[src/rtl/cordic_iter_ctrl_pkg.sv]
// cordic_pkg: shared widths, arctangent table and controller state type for
// the iterative CORDIC engine.
//   W_EXT     external operand width (signed, 0x4000 = +pi/2 for angles)
//   W_INT     internal datapath width, W_EXT plus two LSB guard bits
//   ATAN_LUT  atan(2^-i) in internal angle units, 0x10000 = pi/2
//   cordic_state_e  IDLE / ITER / DONE
package cordic_pkg;

  localparam int W_EXT      = 16;
  localparam int W_INT      = 18;
  localparam int N_ITER_MAX = 16;

  localparam logic [W_INT-1:0] ATAN_LUT [0:N_ITER_MAX-1] = '{
    18'h08000, 18'h04B90, 18'h027ED, 18'h01444,
    18'h00A2C, 18'h00517, 18'h0028C, 18'h00146,
    18'h000A3, 18'h00051, 18'h00029, 18'h00014,
    18'h0000A, 18'h00005, 18'h00003, 18'h00001
  };

  typedef enum logic [1:0] {
    IDLE,
    ITER,
    DONE
  } cordic_state_e;

endpackage

[src/rtl/cordic_iter_ctrl_if.sv]
// cordic_iter_ctrl_if: operand/result handshake bundle of the iterative
// CORDIC engine.
//   in_valid/in_ready + x_in/y_in/z_in      operand side
//   out_valid/out_ready + x_out/y_out/z_out result side
//   busy, iter                              status / debug
// master = operand producer and result consumer, slave = the engine.
interface cordic_iter_ctrl_if;
  import cordic_pkg::*;

  logic                    in_valid;
  logic                    in_ready;
  logic [W_EXT-1:0]        x_in;
  logic [W_EXT-1:0]        y_in;
  logic [W_EXT-1:0]        z_in;
  logic                    out_valid;
  logic                    out_ready;
  logic [W_EXT-1:0]        x_out;
  logic [W_EXT-1:0]        y_out;
  logic [W_EXT-1:0]        z_out;
  logic                    busy;
  logic [3:0]              iter;

  modport master (
    output in_valid, x_in, y_in, z_in, out_ready,
    input  in_ready, out_valid, x_out, y_out, z_out, busy, iter
  );

  modport slave (
    input  in_valid, x_in, y_in, z_in, out_ready,
    output in_ready, out_valid, x_out, y_out, z_out, busy, iter
  );

endinterface

[src/rtl/cordic_iter_stage.sv]
// cordic_iter_stage: one combinational CORDIC micro-rotation.
//   x, y, z   current internal vector and residual angle (W_INT bits)
//   angle     atan(2^-shift) for this step
//   shift     iteration index, used as the arithmetic shift amount
//   x_next, y_next, z_next  rotated vector and updated residual angle
// Direction is taken from the sign of z: rotate positive when z >= 0.
module cordic_iter_stage
  import cordic_pkg::*;
(
  input  logic [W_INT-1:0] x,
  input  logic [W_INT-1:0] y,
  input  logic [W_INT-1:0] z,
  input  logic [W_INT-1:0] angle,
  input  logic [3:0]       shift,
  output logic [W_INT-1:0] x_next,
  output logic [W_INT-1:0] y_next,
  output logic [W_INT-1:0] z_next
);

  // Barrel shifter: every shifted copy is formed straight from the input and
  // the shift amount picks one, so there is no chained ripple of muxes.
  logic [W_INT-1:0] x_sh [0:15];
  logic [W_INT-1:0] y_sh [0:15];

  genvar gi;
  generate
    for (gi = 0; gi < 16; gi++) begin : g_shift
      assign x_sh[gi] = $signed(x) >>> gi;
      assign y_sh[gi] = $signed(y) >>> gi;
    end
  endgenerate

  logic [W_INT-1:0] x_shifted;
  logic [W_INT-1:0] y_shifted;
  assign x_shifted = x_sh[shift];
  assign y_shifted = y_sh[shift];

  logic d;
  assign d = ~z[W_INT-1];

  // Each subtraction is an inverted operand plus a carry-in of one, so a
  // single adder per coordinate covers both rotation directions.
  logic [W_INT-1:0] x_term;
  logic [W_INT-1:0] y_term;
  logic [W_INT-1:0] a_term;
  logic [W_INT-1:0] cin_pos;
  logic [W_INT-1:0] cin_neg;

  assign y_term  = d ? ~y_shifted : y_shifted;  // X - (Y>>>i) when d
  assign x_term  = d ? x_shifted  : ~x_shifted; // Y - (X>>>i) when !d
  assign a_term  = d ? ~angle     : angle;      // Z - atan     when d
  assign cin_pos = {{(W_INT-1){1'b0}}, d};
  assign cin_neg = {{(W_INT-1){1'b0}}, ~d};

  assign x_next = x + y_term + cin_pos;
  assign y_next = y + x_term + cin_neg;
  assign z_next = z + a_term + cin_pos;

endmodule

[src/rtl/cordic_iter_ctrl.sv]
// cordic_iter_ctrl: iterative rotation-mode CORDIC engine. A single shared
// micro-rotation stage is applied N_ITER times to the captured operand.
//   clk    system clock, rising edge
//   rst_n  asynchronous active-low reset
//   bus    cordic_iter_ctrl_if.slave: operand handshake (in_*), result
//          handshake (out_*), busy and the debug iteration index.
// Timing: accept edge, N_ITER ITER cycles, then DONE holds the result until
// out_ready. in_ready is high only in IDLE, so operands offered while busy
// are never latched.
module cordic_iter_ctrl
  import cordic_pkg::*;
#(
  parameter int N_ITER = 16
)
(
  input  logic                clk,
  input  logic                rst_n,
  cordic_iter_ctrl_if.slave   bus
);

  localparam logic [3:0] LAST_ITER = 4'(N_ITER - 1);

  cordic_state_e    state_reg;
  logic [3:0]       iter_reg;
  logic [W_INT-1:0] x_reg;
  logic [W_INT-1:0] y_reg;
  logic [W_INT-1:0] z_reg;
  logic [W_EXT-1:0] x_out_reg;
  logic [W_EXT-1:0] y_out_reg;
  logic [W_EXT-1:0] z_out_reg;
  logic             in_ready_reg;
  logic             out_valid_reg;
  logic             busy_reg;

  logic [W_INT-1:0] x_next;
  logic [W_INT-1:0] y_next;
  logic [W_INT-1:0] z_next;

  cordic_iter_stage u_stage (
    .x      (x_reg),
    .y      (y_reg),
    .z      (z_reg),
    .angle  (ATAN_LUT[iter_reg]),
    .shift  (iter_reg),
    .x_next (x_next),
    .y_next (y_next),
    .z_next (z_next)
  );

  always_ff @(posedge clk or negedge rst_n) begin
    if (!rst_n) begin
      state_reg     <= IDLE;
      iter_reg      <= 4'd0;
      x_reg         <= '0;
      y_reg         <= '0;
      z_reg         <= '0;
      x_out_reg     <= '0;
      y_out_reg     <= '0;
      z_out_reg     <= '0;
      in_ready_reg  <= 1'b1;
      out_valid_reg <= 1'b0;
      busy_reg      <= 1'b0;
    end else begin
      case (state_reg)
        IDLE: begin
          if (bus.in_valid) begin
            x_reg        <= {bus.x_in, 2'b00};
            y_reg        <= {bus.y_in, 2'b00};
            z_reg        <= {bus.z_in, 2'b00};
            iter_reg     <= 4'd0;
            in_ready_reg <= 1'b0;
            busy_reg     <= 1'b1;
            state_reg    <= ITER;
          end
        end

        ITER: begin
          x_reg <= x_next;
          y_reg <= y_next;
          z_reg <= z_next;
          if (iter_reg == LAST_ITER) begin
            // Outputs are taken from the final rotation directly so they are
            // valid in the same cycle out_valid rises.
            x_out_reg     <= x_next[W_INT-1:2];
            y_out_reg     <= y_next[W_INT-1:2];
            z_out_reg     <= z_next[W_INT-1:2];
            out_valid_reg <= 1'b1;
            iter_reg      <= 4'd0;
            state_reg     <= DONE;
          end else begin
            iter_reg <= iter_reg + 4'd1;
          end
        end

        DONE: begin
          if (bus.out_ready) begin
            out_valid_reg <= 1'b0;
            busy_reg      <= 1'b0;
            in_ready_reg  <= 1'b1;
            state_reg     <= IDLE;
          end
        end

        default: begin
          state_reg     <= IDLE;
          iter_reg      <= 4'd0;
          in_ready_reg  <= 1'b1;
          out_valid_reg <= 1'b0;
          busy_reg      <= 1'b0;
        end
      endcase
    end
  end

  assign bus.in_ready  = in_ready_reg;
  assign bus.out_valid = out_valid_reg;
  assign bus.x_out     = x_out_reg;
  assign bus.y_out     = y_out_reg;
  assign bus.z_out     = z_out_reg;
  assign bus.busy      = busy_reg;
  assign bus.iter      = iter_reg;

endmodule

[src/flat_wrapper.sv]
// flat-port wrapper written by rule: the top's interface ports become plain ports
module cordic_iter_ctrl_flat import cordic_pkg::*;
#(
  parameter int N_ITER = 16
)
  (clk, rst_n, bus_in_valid, bus_x_in, bus_y_in, bus_z_in, bus_out_ready, bus_in_ready, bus_out_valid, bus_x_out, bus_y_out, bus_z_out, bus_busy, bus_iter);
  cordic_iter_ctrl_if bus_i ();
  input  logic clk;
  input  logic rst_n;
  input wire logic [$bits(bus_i.in_valid)-1:0] bus_in_valid;
  input wire logic [$bits(bus_i.x_in)-1:0] bus_x_in;
  input wire logic [$bits(bus_i.y_in)-1:0] bus_y_in;
  input wire logic [$bits(bus_i.z_in)-1:0] bus_z_in;
  input wire logic [$bits(bus_i.out_ready)-1:0] bus_out_ready;
  output wire logic [$bits(bus_i.in_ready)-1:0] bus_in_ready;
  output wire logic [$bits(bus_i.out_valid)-1:0] bus_out_valid;
  output wire logic [$bits(bus_i.x_out)-1:0] bus_x_out;
  output wire logic [$bits(bus_i.y_out)-1:0] bus_y_out;
  output wire logic [$bits(bus_i.z_out)-1:0] bus_z_out;
  output wire logic [$bits(bus_i.busy)-1:0] bus_busy;
  output wire logic [$bits(bus_i.iter)-1:0] bus_iter;
  assign bus_i.in_valid = bus_in_valid;
  assign bus_i.x_in = bus_x_in;
  assign bus_i.y_in = bus_y_in;
  assign bus_i.z_in = bus_z_in;
  assign bus_i.out_ready = bus_out_ready;
  assign bus_in_ready = bus_i.in_ready;
  assign bus_out_valid = bus_i.out_valid;
  assign bus_x_out = bus_i.x_out;
  assign bus_y_out = bus_i.y_out;
  assign bus_z_out = bus_i.z_out;
  assign bus_busy = bus_i.busy;
  assign bus_iter = bus_i.iter;
  cordic_iter_ctrl #(.N_ITER(N_ITER)) u_core (.clk(clk), .rst_n(rst_n), .bus(bus_i));
endmodule
[config.mk]
export PLATFORM = sky130hd
export DESIGN_NAME = cordic_iter_ctrl_flat
export DESIGN_NICKNAME = d
export VERILOG_FILES = /design/src/rtl/cordic_iter_ctrl_pkg.sv /design/src/rtl/cordic_iter_ctrl_if.sv /design/src/rtl/cordic_iter_stage.sv /design/src/rtl/cordic_iter_ctrl.sv /design/src/flat_wrapper.sv
export SDC_FILE = /design/constraint.sdc
export NUM_CORES = 1
export LEC_CHECK = 0
export ABC_AREA = 1
export CORE_MARGIN = 3
export CORE_UTILIZATION = 40
export CTS_BUF_LIST = sky130_fd_sc_hd__clkbuf_4
export DETAILED_ROUTE_END_ITERATION = 8
export REMOVE_ABC_BUFFERS = 1
export SLEW_MARGIN = 15
export SYNTH_ARGS = -nofsm -noshare
export SYNTH_HDL_FRONTEND = slang
export SYNTH_HIERARCHICAL = 1
export SYNTH_SLANG_ARGS = --single-unit
[constraint.sdc]
create_clock -name clk -period 5.8 [get_ports clk]
set_input_delay 1.74 -clock clk [delete_from_list [all_inputs] [get_ports clk]]
set_output_delay 1.74 -clock clk [all_outputs]
set_load 0.01 [all_outputs]
==> Yosys cells after proc, flatten, opt, wreduce, memory -nomap -nowiden <==
Memory sizes are Yosys's and may differ from the RTL's.
Index checks and enable logic that the tools add are counted.
{ "totals": {"romBits": 288, "out_inout_bits": 55, "inputBits": 52, "regBits": 111, "n_memories": 1} }
{ "op_classes": {"add_sub_neg": 7, "eq_ne": 6, "n_lt_le_gt_ge": 1, "bitwise_logic": 8, "muxes": 32, "n_reduce_logical": 8} }
{ "mem_list": {"columns": ["name", "depth", "word_bits", "rd", "rd_ports_with_merged_regs", "write_ports", "line", "rtl"], "rows": [
  ["(no name shown)", 16, 18, 1, 0, 0, "cordic_iter_ctrl.sv:43", ".angle (ATAN_LUT[iter_reg]),"]
]} }
{ "ops": {"columns": ["cell", "n"], "rows": [
  ["18-bit two-way mux", 12],
  ["18-bit binary-select mux with 4-bit select", 2],
  ["18-bit one-hot mux with 2 select lines", 3],
  ["18-bit by 1-bit adder with 18-bit output", 3],
  ["18-bit adder", 3],
  ["18-bit inverter", 3],
  ["4-bit one-hot mux with 3 select lines", 1],
  ["1-bit one-hot mux with 3 select lines", 3],
  ["3-bit AND reduction", 3],
  ["4-bit two-way mux", 2],
  ["2-bit two-way mux", 3],
  ["2-bit one-hot mux with 3 select lines", 1],
  ["2-bit AND reduction", 3],
  ["5-bit >= comparator, second input constant", 1],
  ["1-bit two-way mux", 5],
  ["4-bit inverter with 5-bit output", 1],
  ["4-bit by 1-bit adder with 4-bit output, second input constant", 1],
  ["4-bit == test, second input constant", 1],
  ["2-bit inequality test, second input constant", 2],
  ["1-bit inverter", 4],
  ["2-bit by 1-bit == test with 1-bit output, second input constant", 1],
  ["2-bit == test, second input constant", 1],
  ["2-bit zero test", 1],
  ["2-bit by 1-bit inequality test with 1-bit output, second input constant", 1],
  ["2-bit nonzero test", 1]
]} }

==> Logic depth before layout (Yosys ltp) <==
{ "depth": {"ltp_word": 9, "ltp_mapped": 26} }

==> Cells and area by module <==
Netlist, hierarchy kept.
{ "modules_own_cells": {"columns": ["module", "area_each_um2", "instances", "cells_per_inst"], "rows": [
  ["cordic_iter_ctrl", 4921.0, 1, 601],
  ["cordic_iter_stage", 4431.8, 1, 740]
]} }

==> Worst setup path after synthesis <==
Ideal clock, no wire load.
{ "synth_path": {"kind": "reg2reg", "from": "register u_core.iter_reg[0] (netlist: u_core/bus.iter[0])", "to": "register u_core.y_reg[12]", "period_less_slack_ns": 3.319, "t_arrival_ns": 3.250, "path_slack_ns": 2.481, "path_stages_with_launch": 23, "n_path_buf": 4, "setup_ns": 0.069, "path_cell_list": "dfrtp_1 buf_6 buf_6 buf_6 buf_6 mux2i_1 nand2_1 nand3_1 o21ai_1 nand2_1 o21ai_1 xor2_1 ha_1 nand3_1 nand2_1 a21boi_1 o21ai_0 nand2_1 nand3_1 a21boi_1 xor2_1 nand2_1 nand3_1"} }
{ "synth_via": {"elab_chain_cells": 9} }
{ "synth_lines": {"columns": ["item", "line", "rtl"], "rows": [
  ["from (decl)", "cordic_iter_ctrl.sv:24", "logic [3:0] iter_reg;"],
  ["from (signal assigned)", "cordic_iter_ctrl.sv:91", "iter_reg <= iter_reg + 4'd1;"],
  ["4-bit inverter with 5-bit output (implied by the code) (*)", "cordic_iter_stage.sv:35", "assign x_shifted = x_sh[shift];"],
  ["18-bit binary-select mux with 4-bit select (*)", "cordic_iter_stage.sv:35", null],
  ["18-bit two-way mux (implied by the code) (*) (2 in series)", "cordic_iter_stage.sv:35", null],
  ["18-bit inverter", "cordic_iter_stage.sv:50", "assign x_term = d ? x_shifted : ~x_shifted;"],
  ["18-bit two-way mux (*)", "cordic_iter_stage.sv:50", null],
  ["18-bit adder (*)", "cordic_iter_stage.sv:56", "assign y_next = y + x_term + cin_neg;"],
  ["18-bit by 1-bit adder with 18-bit output (*)", "cordic_iter_stage.sv:56", null],
  ["net u_core.y_next[12]", "cordic_iter_ctrl.sv:36", "logic [W_INT-1:0] y_next;"],
  ["18-bit one-hot mux with 2 select lines (*)", "cordic_iter_ctrl.sv:64", "case (state_reg)"],
  ["to (signal assigned)", "cordic_iter_ctrl.sv:68", "y_reg <= {bus.y_in, 2'b00};"],
  ["to (signal assigned)", "cordic_iter_ctrl.sv:79", "y_reg <= y_next;"],
  ["to (decl)", "cordic_iter_ctrl.sv:26", "logic [W_INT-1:0] y_reg;"]
]} }
Mark *: on every way through the listed nets, which the timed path passes. The rest lies on a longest branch. The select of a mux whose other input is x is not followed.
A chain may end at the register's enable or synchronous reset.

==> Final worst setup path <==
{ "layout_path": {"from": "register u_core.iter_reg[0] (netlist: u_core/bus.iter[0])", "to": "register u_core.x_reg[14]"} }
{ "layout_via": {"elab_chain_cells": 9} }
{ "layout_lines": {"columns": ["item", "line", "rtl"], "rows": [
  ["4-bit inverter with 5-bit output (implied by the code) (*)", "cordic_iter_stage.sv:36", "assign y_shifted = y_sh[shift];"],
  ["18-bit binary-select mux with 4-bit select (*)", "cordic_iter_stage.sv:36", null],
  ["18-bit two-way mux (implied by the code) (*) (2 in series)", "cordic_iter_stage.sv:36", null],
  ["18-bit inverter", "cordic_iter_stage.sv:49", "assign y_term = d ? ~y_shifted : y_shifted;"],
  ["18-bit two-way mux (*)", "cordic_iter_stage.sv:49", null],
  ["18-bit adder (*)", "cordic_iter_stage.sv:55", "assign x_next = x + y_term + cin_pos;"],
  ["18-bit by 1-bit adder with 18-bit output (*)", "cordic_iter_stage.sv:55", null],
  ["net u_core.x_next[14]", "cordic_iter_ctrl.sv:35", "logic [W_INT-1:0] x_next;"],
  ["18-bit one-hot mux with 2 select lines (*)", "cordic_iter_ctrl.sv:64", null],
  ["to (signal assigned)", "cordic_iter_ctrl.sv:67", "x_reg <= {bus.x_in, 2'b00};"],
  ["to (signal assigned)", "cordic_iter_ctrl.sv:78", "x_reg <= x_next;"],
  ["to (decl)", "cordic_iter_ctrl.sv:25", "logic [W_INT-1:0] x_reg;"]
]} }
Marks and branches as above.

==> flow_metrics.tcl <==
set metrics [dict create \
    row_count 55 \
    worst_pin_slew_ns 1.07 \
    worst_clock_skew_ns 0.0278 \
    drt_wl_total_mm 27.8 \
    grt_max_degree 69 \
    worst_ep_required_ns 6.27 \
    route.detailed.vias_per_inst 5.22 \
    cts_setup_buffers 0 \
    worst_ep_arrival_time_ns 4.70 \
    placement.io_buffers 106 \
    wire_per_inst_um 16.1 \
    synthesis.instances 1341 \
    post_synth.cell_area_avg_um2 6.97 \
    synth-adder-area-share 0.0813 \
    setup_tns_ns 0 \
    yosys_warnings 6 \
    die_area_um2 25300 \
    post_synth_xor_area_fraction 0.0915 \
    final_hold_viol_count 0 \
    period_share 0.728 \
    grt_overflow_total 0 \
    track_usage 0.221 \
    drcViolationCount 0 \
    ant_nets 0 \
    die_y_um 159 \
    clkLatencyLatePin_ns 0.53 \
    normalized_max_slew_margin 0.288 \
    hp-class "register to register" \
    final_layout_size_suffix_gt1_frac 0.0582 \
    synth_area_leaders "dfrtp_1 29%, nand2_1 21%, ha_1 7.5%, nand3_1 6.5%, xor2_1 6.2%" \
    floorplan.initialDensity 0.411 \
    post_synth_instance_area_um2 9350 \
    dp_hpwl_mm 20.3 \
    critPathKind "register to register" \
    via_count 8989 \
    synth_compound_gate_area_share 0.110 \
    fp.dieW_um 159 \
    cts-hold-fix-buffers 0 \
    period_needed_ns 4.22 \
    setup_slack_ns 1.58 \
    max_fanout_on_critical_path 31 \
    asyncSetResetFlopFracSynth 1.00 \
    sequential_cell_area_um2 2780 \
    cts.reportedPaths.clkPinSlew_ns 0.20 \
    slew_violations 0 \
    number_of_enable_flip_flop_cells_after_synthesis 0 \
    area.growth.synth_to_final_pct 14.6 \
    dp_worst_setup_slack_ns 1.68 \
    cts_h_tree_depth 3 \
    drt_first_iter_violations 664 \
    clock_tree_root_buffer_cell "clkbuf_4" \
    setup_viol_count_final 0 \
    synth_simple_gate_area_frac 0.342 \
    clock-sinks 111 \
    ys_types 49 \
    synth_top_cell_area_share 0.294 \
    crit_path_start_kind "register" \
    grt_setup_unrepaired "no" \
    gp_congestion 0.886 \
    first_global_vias 8673 \
    num-fill-cells 2389 \
    cap_viol_max_count 0 \
    final_nets 1515 \
    ioPinCount 107 \
    yosysTopAreaCell "dfrtp_1" \
    critPathCaptureType "register" \
    clk_path_buf_depth 2 \
    synth_seq_area_share 0.297 \
    synth_top_family_by_area "simple AND/OR/NAND/NOR gates" \
    result_of_the_run "finished clean" \
    post_cts_repair_resize_count 0 \
    grt_pass1_wl_mm 46.0 \
    fmax_mhz 237 \
    cts_buffers 9 \
    core_um2 22800 \
    drt_pass1_iterations 7 \
    cts_tree "yes" \
    ys.flop_type "dfrtp_1" \
    grt_antenna_before_repair 1 \
    post_synth_mux_area_share 0.00963 \
    synth-seq-cells 111 \
    multi_input_comb_area_um2 5960 \
]
[critical path, stage by stage, from the launching register on]
cell and delay (ns):
dfrtp_1 0.84, buf_4 0.44, mux2i_1 0.28, nand2_1 0.10
o21ai_2 0.09, mux2i_1 0.13, o21ai_2 0.20, xor2_2 0.11
fa_1 0.42, nand3b_1 0.18, nand2_1 0.10, a31oi_1 0.13
o21ai_1 0.39, a21oi_1 0.17, o21ai_1 0.18, xor2_1 0.20
nand2_1 0.08, nand3_1 0.11
[cell usage in the layout, fill, tap and decap left out, types with 4 or more instances in the layout]
master / synthesis / routed
a21oi_1: 59 / 59
buf_4: 4 / 12
clkbuf_4: 0 / 9
clkdlybuf4s50_1: 0 / 105
dfrtp_1: 110 / 109
ha_1: 56 / 56
inv_1: 58 / 58
inv_2: 8 / 8
mux2i_1: 9 / 9
nand2_1: 511 / 511
nand2_2: 14 / 14
nand3_1: 122 / 121
nand3_2: 11 / 12
nand4_1: 35 / 35
nor2_1: 41 / 39
nor3_1: 4 / 4
o211ai_1: 8 / 8
o21a_1: 4 / 4
o21ai_0: 33 / 33
o21ai_1: 49 / 49
o22ai_1: 6 / 6
xnor2_1: 28 / 28
xor2_1: 66 / 66
[metrics by stage]
step / area, um2 / hold WS (ns) / utilization / instances
2_1_floorplan: 8980 / 0.456 / - / 1275
3_3_place_gp: 10600 / 0.453 / 0.463 / 1706
3_5_place_dp: 10600 / 0.458 / 0.463 / 1706
4_1_cts: 10700 / 0.498 / 0.470 / 1722
5_1_grt: 10700 / 0.518 / 0.471 / 1723
6_report: 10700 / 0.492 / 0.471 / 1723
[synth_stat cells (4+ instances only)]
library cell    n
nand2_1       511
nand3_1       122
dfrtp_1       110
xor2_1         66
a21oi_1        59
inv_1          58
ha_1           56
o21ai_1        49
nor2_1         41
nand4_1        35
o21ai_0        33
buf_2          29
xnor2_1        28
clkbuf_1       16
nand2_2        14
nand3_2        11
buf_1           9
mux2i_1         9
inv_2           8
o211ai_1        8
buf_6           7
o22ai_1         6
buf_4           4
nor3_1          4
o21a_1          4
[cell type report]
class / instances / area share
clock buffers: 9 / 0.00630
diodes: 1 / 0.000233
flip-flops and latches: 111 / 0.259
well taps: 313 / 0.0365
inverters: 68 / 0.0243
clock inverters: 7 / 0.00852
repair buffers: 118 / 0.108
multi-input cells: 1096 / 0.556
[metal layers]
metal,global-route usage,routed length (um)
met5,0,0
met4,0.0462,324
met3,0.0230,925
met2,0.373,13000
met1,0.309,13500
[worst paths after layout]
check / startpoint / end / slack [ns] / depth (start not counted)
setup / recovery: u_core/bus.iter[0] / u_core/x_reg[14] / 1.58 / 17
min in group asynchronous: rst_n / u_core/y_reg[8] / 1.31 / 1
max in group asynchronous: rst_n / u_core/x_reg[5] / 3.74 / 2
hold reg to reg: u_core/bus.y_out[1] / u_core/bus.y_out[1] / 0.49 / 2
hold / removal: u_core/bus.y_out[1] / u_core/bus.y_out[1] / 0.49 / 2
setup reg to reg: u_core/bus.iter[0] / u_core/x_reg[14] / 1.58 / 17
[cell families (layout without fill, tap and decap cells)]
kind of cell,Yosys count,after routing
and+or+nand+nor,748,748
AOI/OAI and AO/OA,182,182
buffers and inverters,135,202
DFF,111,111
xor gates and xnor gates,96,96
adders and majority gates,59,59
muxes,9,9
other,1,3
Power is left out: the tool's default activity adds up to more than one toggle a clock period on the data nets, which glitch-free logic cannot reach.
